==> src/rtl/vga_pixel_prefetch.sv <==
// Raster-order pixel prefetcher: fetches framebuffer words over a req/ack port into a
// first-word-fall-through FIFO that the VGA output stage drains one pixel per clock.
module vga_pixel_prefetch #(
    parameter int H_VISIBLE_AREA = 800,
    parameter int V_VISIBLE_AREA = 600,
    parameter int PIXEL_WIDTH    = 12,
    parameter int ADDR_WIDTH     = 19,
    parameter int FIFO_DEPTH     = 16
) (
    input  logic                          VGA_CLK,
    input  logic                          RESET_N,
    input  logic                          FRAME_START,
    output logic                          MEM_REQ,
    output logic [ADDR_WIDTH-1:0]         MEM_ADDR,
    input  logic                          MEM_ACK,
    input  logic [PIXEL_WIDTH-1:0]        MEM_DATA,
    input  logic                          PIX_READY,
    output logic                          PIX_VALID,
    output logic [PIXEL_WIDTH-1:0]        PIX_DATA,
    output logic [$clog2(FIFO_DEPTH):0]   LEVEL,
    output logic                          FETCH_DONE,
    output logic                          UNDERFLOW
);
    // state   | meaning
    // IDLE    | no request outstanding; waits for FIFO room and pixels left in the frame
    // REQ     | MEM_REQ high at MEM_ADDR; each ack pushes a pixel
    // DISCARD | frame restarted under an open request; wait for its ack and drop the data

    localparam int PTR_W = $clog2(FIFO_DEPTH);
    localparam int LVL_W = PTR_W + 1;
    localparam logic [ADDR_WIDTH:0] TOTAL   = (ADDR_WIDTH+1)'(H_VISIBLE_AREA * V_VISIBLE_AREA);
    localparam logic [LVL_W-1:0]    DEPTH_L = LVL_W'(FIFO_DEPTH);

    typedef enum logic [1:0] {IDLE, REQ, DISCARD} state_t;

    state_t                  state_q, state_d;
    logic [ADDR_WIDTH-1:0]   addr_q, addr_d;
    logic [ADDR_WIDTH:0]     cnt_q, cnt_d, cnt_inc;
    logic                    done_q, done_d;
    logic                    uf_q, uf_d;
    logic [PTR_W-1:0]        wr_ptr_q, wr_ptr_d, rd_ptr_q, rd_ptr_d;
    logic [LVL_W-1:0]        level_q, level_d, level_next;
    logic [PIXEL_WIDTH-1:0]  fifo_q [FIFO_DEPTH];
    logic                    valid, push, pop;

    assign valid      = (level_q != '0);
    assign push       = MEM_ACK && (state_q == REQ) && !FRAME_START;
    assign pop        = PIX_READY && valid && !FRAME_START;
    assign cnt_inc    = cnt_q + (ADDR_WIDTH+1)'(1);
    assign level_next = level_q + LVL_W'(push) - LVL_W'(pop);

    always_comb begin
        state_d  = state_q;
        addr_d   = addr_q;
        cnt_d    = cnt_q;
        done_d   = done_q;
        wr_ptr_d = wr_ptr_q + PTR_W'(push);
        rd_ptr_d = rd_ptr_q + PTR_W'(pop);
        level_d  = level_next;
        uf_d     = uf_q | (PIX_READY & ~valid);

        unique case (state_q)
            IDLE: begin
                if ((level_q < DEPTH_L) && !done_q) state_d = REQ;
            end
            REQ: begin
                if (MEM_ACK) begin
                    cnt_d = cnt_inc;
                    if (cnt_inc == TOTAL) begin
                        // last pixel: address parks on the final word
                        done_d  = 1'b1;
                        state_d = IDLE;
                    end else begin
                        addr_d = addr_q + ADDR_WIDTH'(1);
                        if (!(level_next < DEPTH_L)) state_d = IDLE;
                    end
                end
            end
            DISCARD: begin
                if (MEM_ACK) begin
                    state_d = IDLE;
                    addr_d  = '0;
                end
            end
            default: state_d = IDLE;
        endcase

        if (FRAME_START) begin
            level_d  = '0;
            wr_ptr_d = '0;
            rd_ptr_d = '0;
            cnt_d    = '0;
            done_d   = 1'b0;
            // an open request cannot be withdrawn, so keep its address until acked
            if ((state_q != IDLE) && !MEM_ACK) begin
                state_d = DISCARD;
                addr_d  = addr_q;
            end else begin
                state_d = IDLE;
                addr_d  = '0;
            end
        end
    end

    always_ff @(posedge VGA_CLK or negedge RESET_N) begin
        if (!RESET_N) begin
            state_q  <= IDLE;
            addr_q   <= '0;
            cnt_q    <= '0;
            done_q   <= 1'b0;
            uf_q     <= 1'b0;
            wr_ptr_q <= '0;
            rd_ptr_q <= '0;
            level_q  <= '0;
        end else begin
            state_q  <= state_d;
            addr_q   <= addr_d;
            cnt_q    <= cnt_d;
            done_q   <= done_d;
            uf_q     <= uf_d;
            wr_ptr_q <= wr_ptr_d;
            rd_ptr_q <= rd_ptr_d;
            level_q  <= level_d;
        end
    end

    always_ff @(posedge VGA_CLK) begin
        if (push) fifo_q[wr_ptr_q] <= MEM_DATA;
    end

    assign MEM_REQ    = (state_q != IDLE);
    assign MEM_ADDR   = addr_q;
    assign PIX_VALID  = valid;
    assign PIX_DATA   = valid ? fifo_q[rd_ptr_q] : '0;
    assign LEVEL      = level_q;
    assign FETCH_DONE = done_q;
    assign UNDERFLOW  = uf_q;
endmodule
==> config.mk <==
export PLATFORM = sky130hd
export DESIGN_NAME = vga_pixel_prefetch
export DESIGN_NICKNAME = d
export VERILOG_FILES = /design/src/rtl/vga_pixel_prefetch.sv
export SDC_FILE = /design/constraint.sdc
export NUM_CORES = 1
export LEC_CHECK = 0
export BUFFER_PORTS_ARGS = -buffer_cell sky130_fd_sc_hd__buf_2
export CORE_MARGIN = 2
export CORE_UTILIZATION = 30
export DETAILED_ROUTE_END_ITERATION = 10
export MAX_ROUTING_LAYER = met4
export PLACE_DENSITY = 0.51
export SYNTH_ARGS = -nofsm -noshare
export SYNTH_HDL_FRONTEND = slang
export SYNTH_SLANG_ARGS = --single-unit
==> constraint.sdc <==
create_clock -name VGA_CLK -period 2.7 [get_ports VGA_CLK]
set_input_delay 0.135 -clock VGA_CLK [delete_from_list [all_inputs] [get_ports VGA_CLK]]
set_output_delay 0.135 -clock VGA_CLK [all_outputs]
set_load 0.01 [all_outputs]
==> reports/metrics.cfg <==
[routing]
first_pass_iters=5
remaining_drc_errors=0
avgRoutedWirePerCell_um=19.1
detail-route-antenna-nets=0
wirelength_mm=24.4
routed_via_density=4.80
vias=6128
drt_iter0_drc=328

[floorplan]
dieArea_mm2=0.0370
start_util=0.307
core_area_mm2=0.0347
ioPinCount=57
die_w_um=192
fp-row-count=68
die_h_um=192

[cells_and_area]
syn_to_final_growth_pct=26.5
fillCellCount=3259
register_area_mm2=0.00717
drive_above_1_share=0.337
multi_input_area_mm2=0.00340
nNetsFinal=831
fin_util=0.388

[place]
gp_congestion=0.805
place_hpwl_mm=14.6
dp_slack_ns=-0.197
port_buffers=56

[global_routing]
antenna_found_initial=2
globalRouteOverflowTotal=0
grt_usage=0.137
grt_start_max_net_pins=44
grt_pass1_wl_mm=37.4
grt_pass1_vias=6253

[min_path]
hold_path_class=primary input to flip-flop

[critical_path]
crit_arrival_ns=2.57
slowest_delay_ns=0.49
critPathSlowestCell=mux4_2
crit_chain=buf_12 -> clkbuf_16 -> mux4_2 -> mux4_2 -> and2_1 -> buf_2
required_ns=2.57
crit_path_end_kind=primary output
crit_path_frequent_cell=mux4_2
worstSetupPathType=flip-flop to primary output
r2r_slack_ns=0.05
cp-start-kind=flip-flop
worstPathMaxFanout=8

[clocking]
cts_made_buffers=27
clock_path_buffers=3
clock_sinks=248
cts_tree=done
htree_levels=1
clkTransAtPathRegs_ns=0.07
clkLatencyLatePin_ns=0.54
root_buffer=clkbuf_16

[sta]
fmax_mhz=370
finalCriticalPeriod_ns=2.71
finalWorstSetupSlack_ns=-0.00543
setup_tns_ns=-0.0123
setup_viol=3
hold_viol=0
rsz0062_at_grt=yes
maxSlewHeadroom=0.310
skew_ns=0.0109
fin_crit_sh=1.00
tightestPinTransition_ns=1.04
drv_slew=0

[synthesis]
synthTopCellsByCount=edfxtp_1, mux4_2, dfrtp_1
ys_types=49
synthTopCellsByArea=edfxtp_1, dfrtp_1, mux4_2
synth_cells=657
synth-edff-count=192
synth_seq_cells=248
yosysMostFrequentCell=edfxtp_1
yosysTopAreaCell=edfxtp_1
synthesis.nets=688
synthArstFlopShare=0.226
ys_warn_count=0
yosysSeqAreaShare=0.673
netlist.area_leader.share=0.542
synth.avg_cell_area_um2=16.2
netlist_area_mm2=0.0106
ys.flop_type=edfxtp_1

[pwr]
ir_drop_mv=0.542
p_per_area_mw_per_mm2=788
p_leak_nw=4.85

[outcome]
violations=setup timing
outcome=complete, but fails checks

[job]
maxCapViolations=0

==> worst paths after layout <==
kind	cells after the start	start	endpoint
setup / recovery	6	rd_ptr_q[0]	PIX_DATA[2]
hold / removal	3	FRAME_START	wr_ptr_q[2]
setup reg to reg	15	LEVEL[3]	state_q[0]
hold reg to reg	1	UNDERFLOW	UNDERFLOW
max in group asynchronous	3	RESET_N	cnt_q[3]
min in group asynchronous	2	RESET_N	MEM_ADDR[7]
==> where the power goes <==
group,internal (mW),switching (mW)
registers,4.21,0.0734
logic,1.31,1.01
clock network,2.43,1.58
total,7.95,2.66
==> worst max-delay path: cells and delay by family, from the launching register on <==
family,cells,cell delay (ns)
multiplexers,2,0.97
AND/OR/NAND/NOR,1,0.15
flip-flops,1,0.44
buffers and inverters,3,0.46
==> timing repair <==
item	CTS	global route
hold buffers	15	0
resized for setup	21	25
cloned	1	6
endpoints found under the setup margin	14	33
pin swaps	11	21
setup buffers	9	8
hold endpoints to repair	236	0
==> cells by family after synthesis <==
group | synth area share
flip-flops | 0.673
AND/OR/NAND/NOR | 0.0969
AO/OA/AOI/OAI | 0.0397
multiplexers | 0.131
buffers and inverters | 0.0209
XOR/XNOR | 0.0214
adder cells (fa/ha/maj) | 0.0172
==> through the flow <==
stage / cell area (um2) / hold slack [ns] / instances / total power, mW
5_1_grt: 13500 / 0.155 / 1277 / 11.1
3_3_place_gp: 11800 / 0.364 / 1189 / 6.04
3_5_place_dp: 11800 / 0.365 / 1189 / 6.04
2_1_floorplan: 10700 / -0.161 / 657 / 5.35
4_1_cts: 13200 / 0.133 / 1263 / 10.5
6_report: 13500 / 0.144 / 1277 / 10.6
==> registers in the layout (all words and copies together), names as in the netlist <==
name	cells
FETCH_DONE	1
rd_ptr_q	4
MEM_ADDR	19
wr_ptr_q	4
UNDERFLOW	1
fifo_q	192
LEVEL	5
cnt_q	20
state_q	2
==> placed cells by master (no fill, tap or decap), types with 5 or more instances in the layout <==
cell             n
a21oi_1         11
a31oi_1         29
and2_1           9
and2_4           7
and3_1          15
buf_12           9
buf_2           49
buf_4           60
buf_6           10
bufinv_16        6
clkbuf_16       32
dfrtp_1         54
dlygate4sd3_1   15
edfxtp_1       192
ha_1             9
inv_1           10
mux4_2          60
nand2_1         21
nand2b_1        14
nand3_1         16
nand3b_1         5
nand4_1         10
nor2_1          55
nor2b_1          8
o21ai_0          8
or3_1            8
xnor2_1         11
xor2_1          15
==> per-layer routing <==
metal	track usage	up-vias	wire length (um)
met5	-	-	0
met4	0.0255	0	371
met3	0.0255	26	1160
met2	0.217	125	11900
met1	0.185	3125	10900
li1	-	2852	-
==> layout make-up <==
cell class | count | share of cell area
flip-flops and latches | 248 | 0.533
multi-input cells | 361 | 0.253
repair buffers | 149 | 0.0963
clock buffers | 29 | 0.0507
well taps | 455 | 0.0423
clock inverters | 21 | 0.0217
inverters | 13 | 0.00362
diodes | 1 | 0.000186
Power figures use the tool's default switching activity.
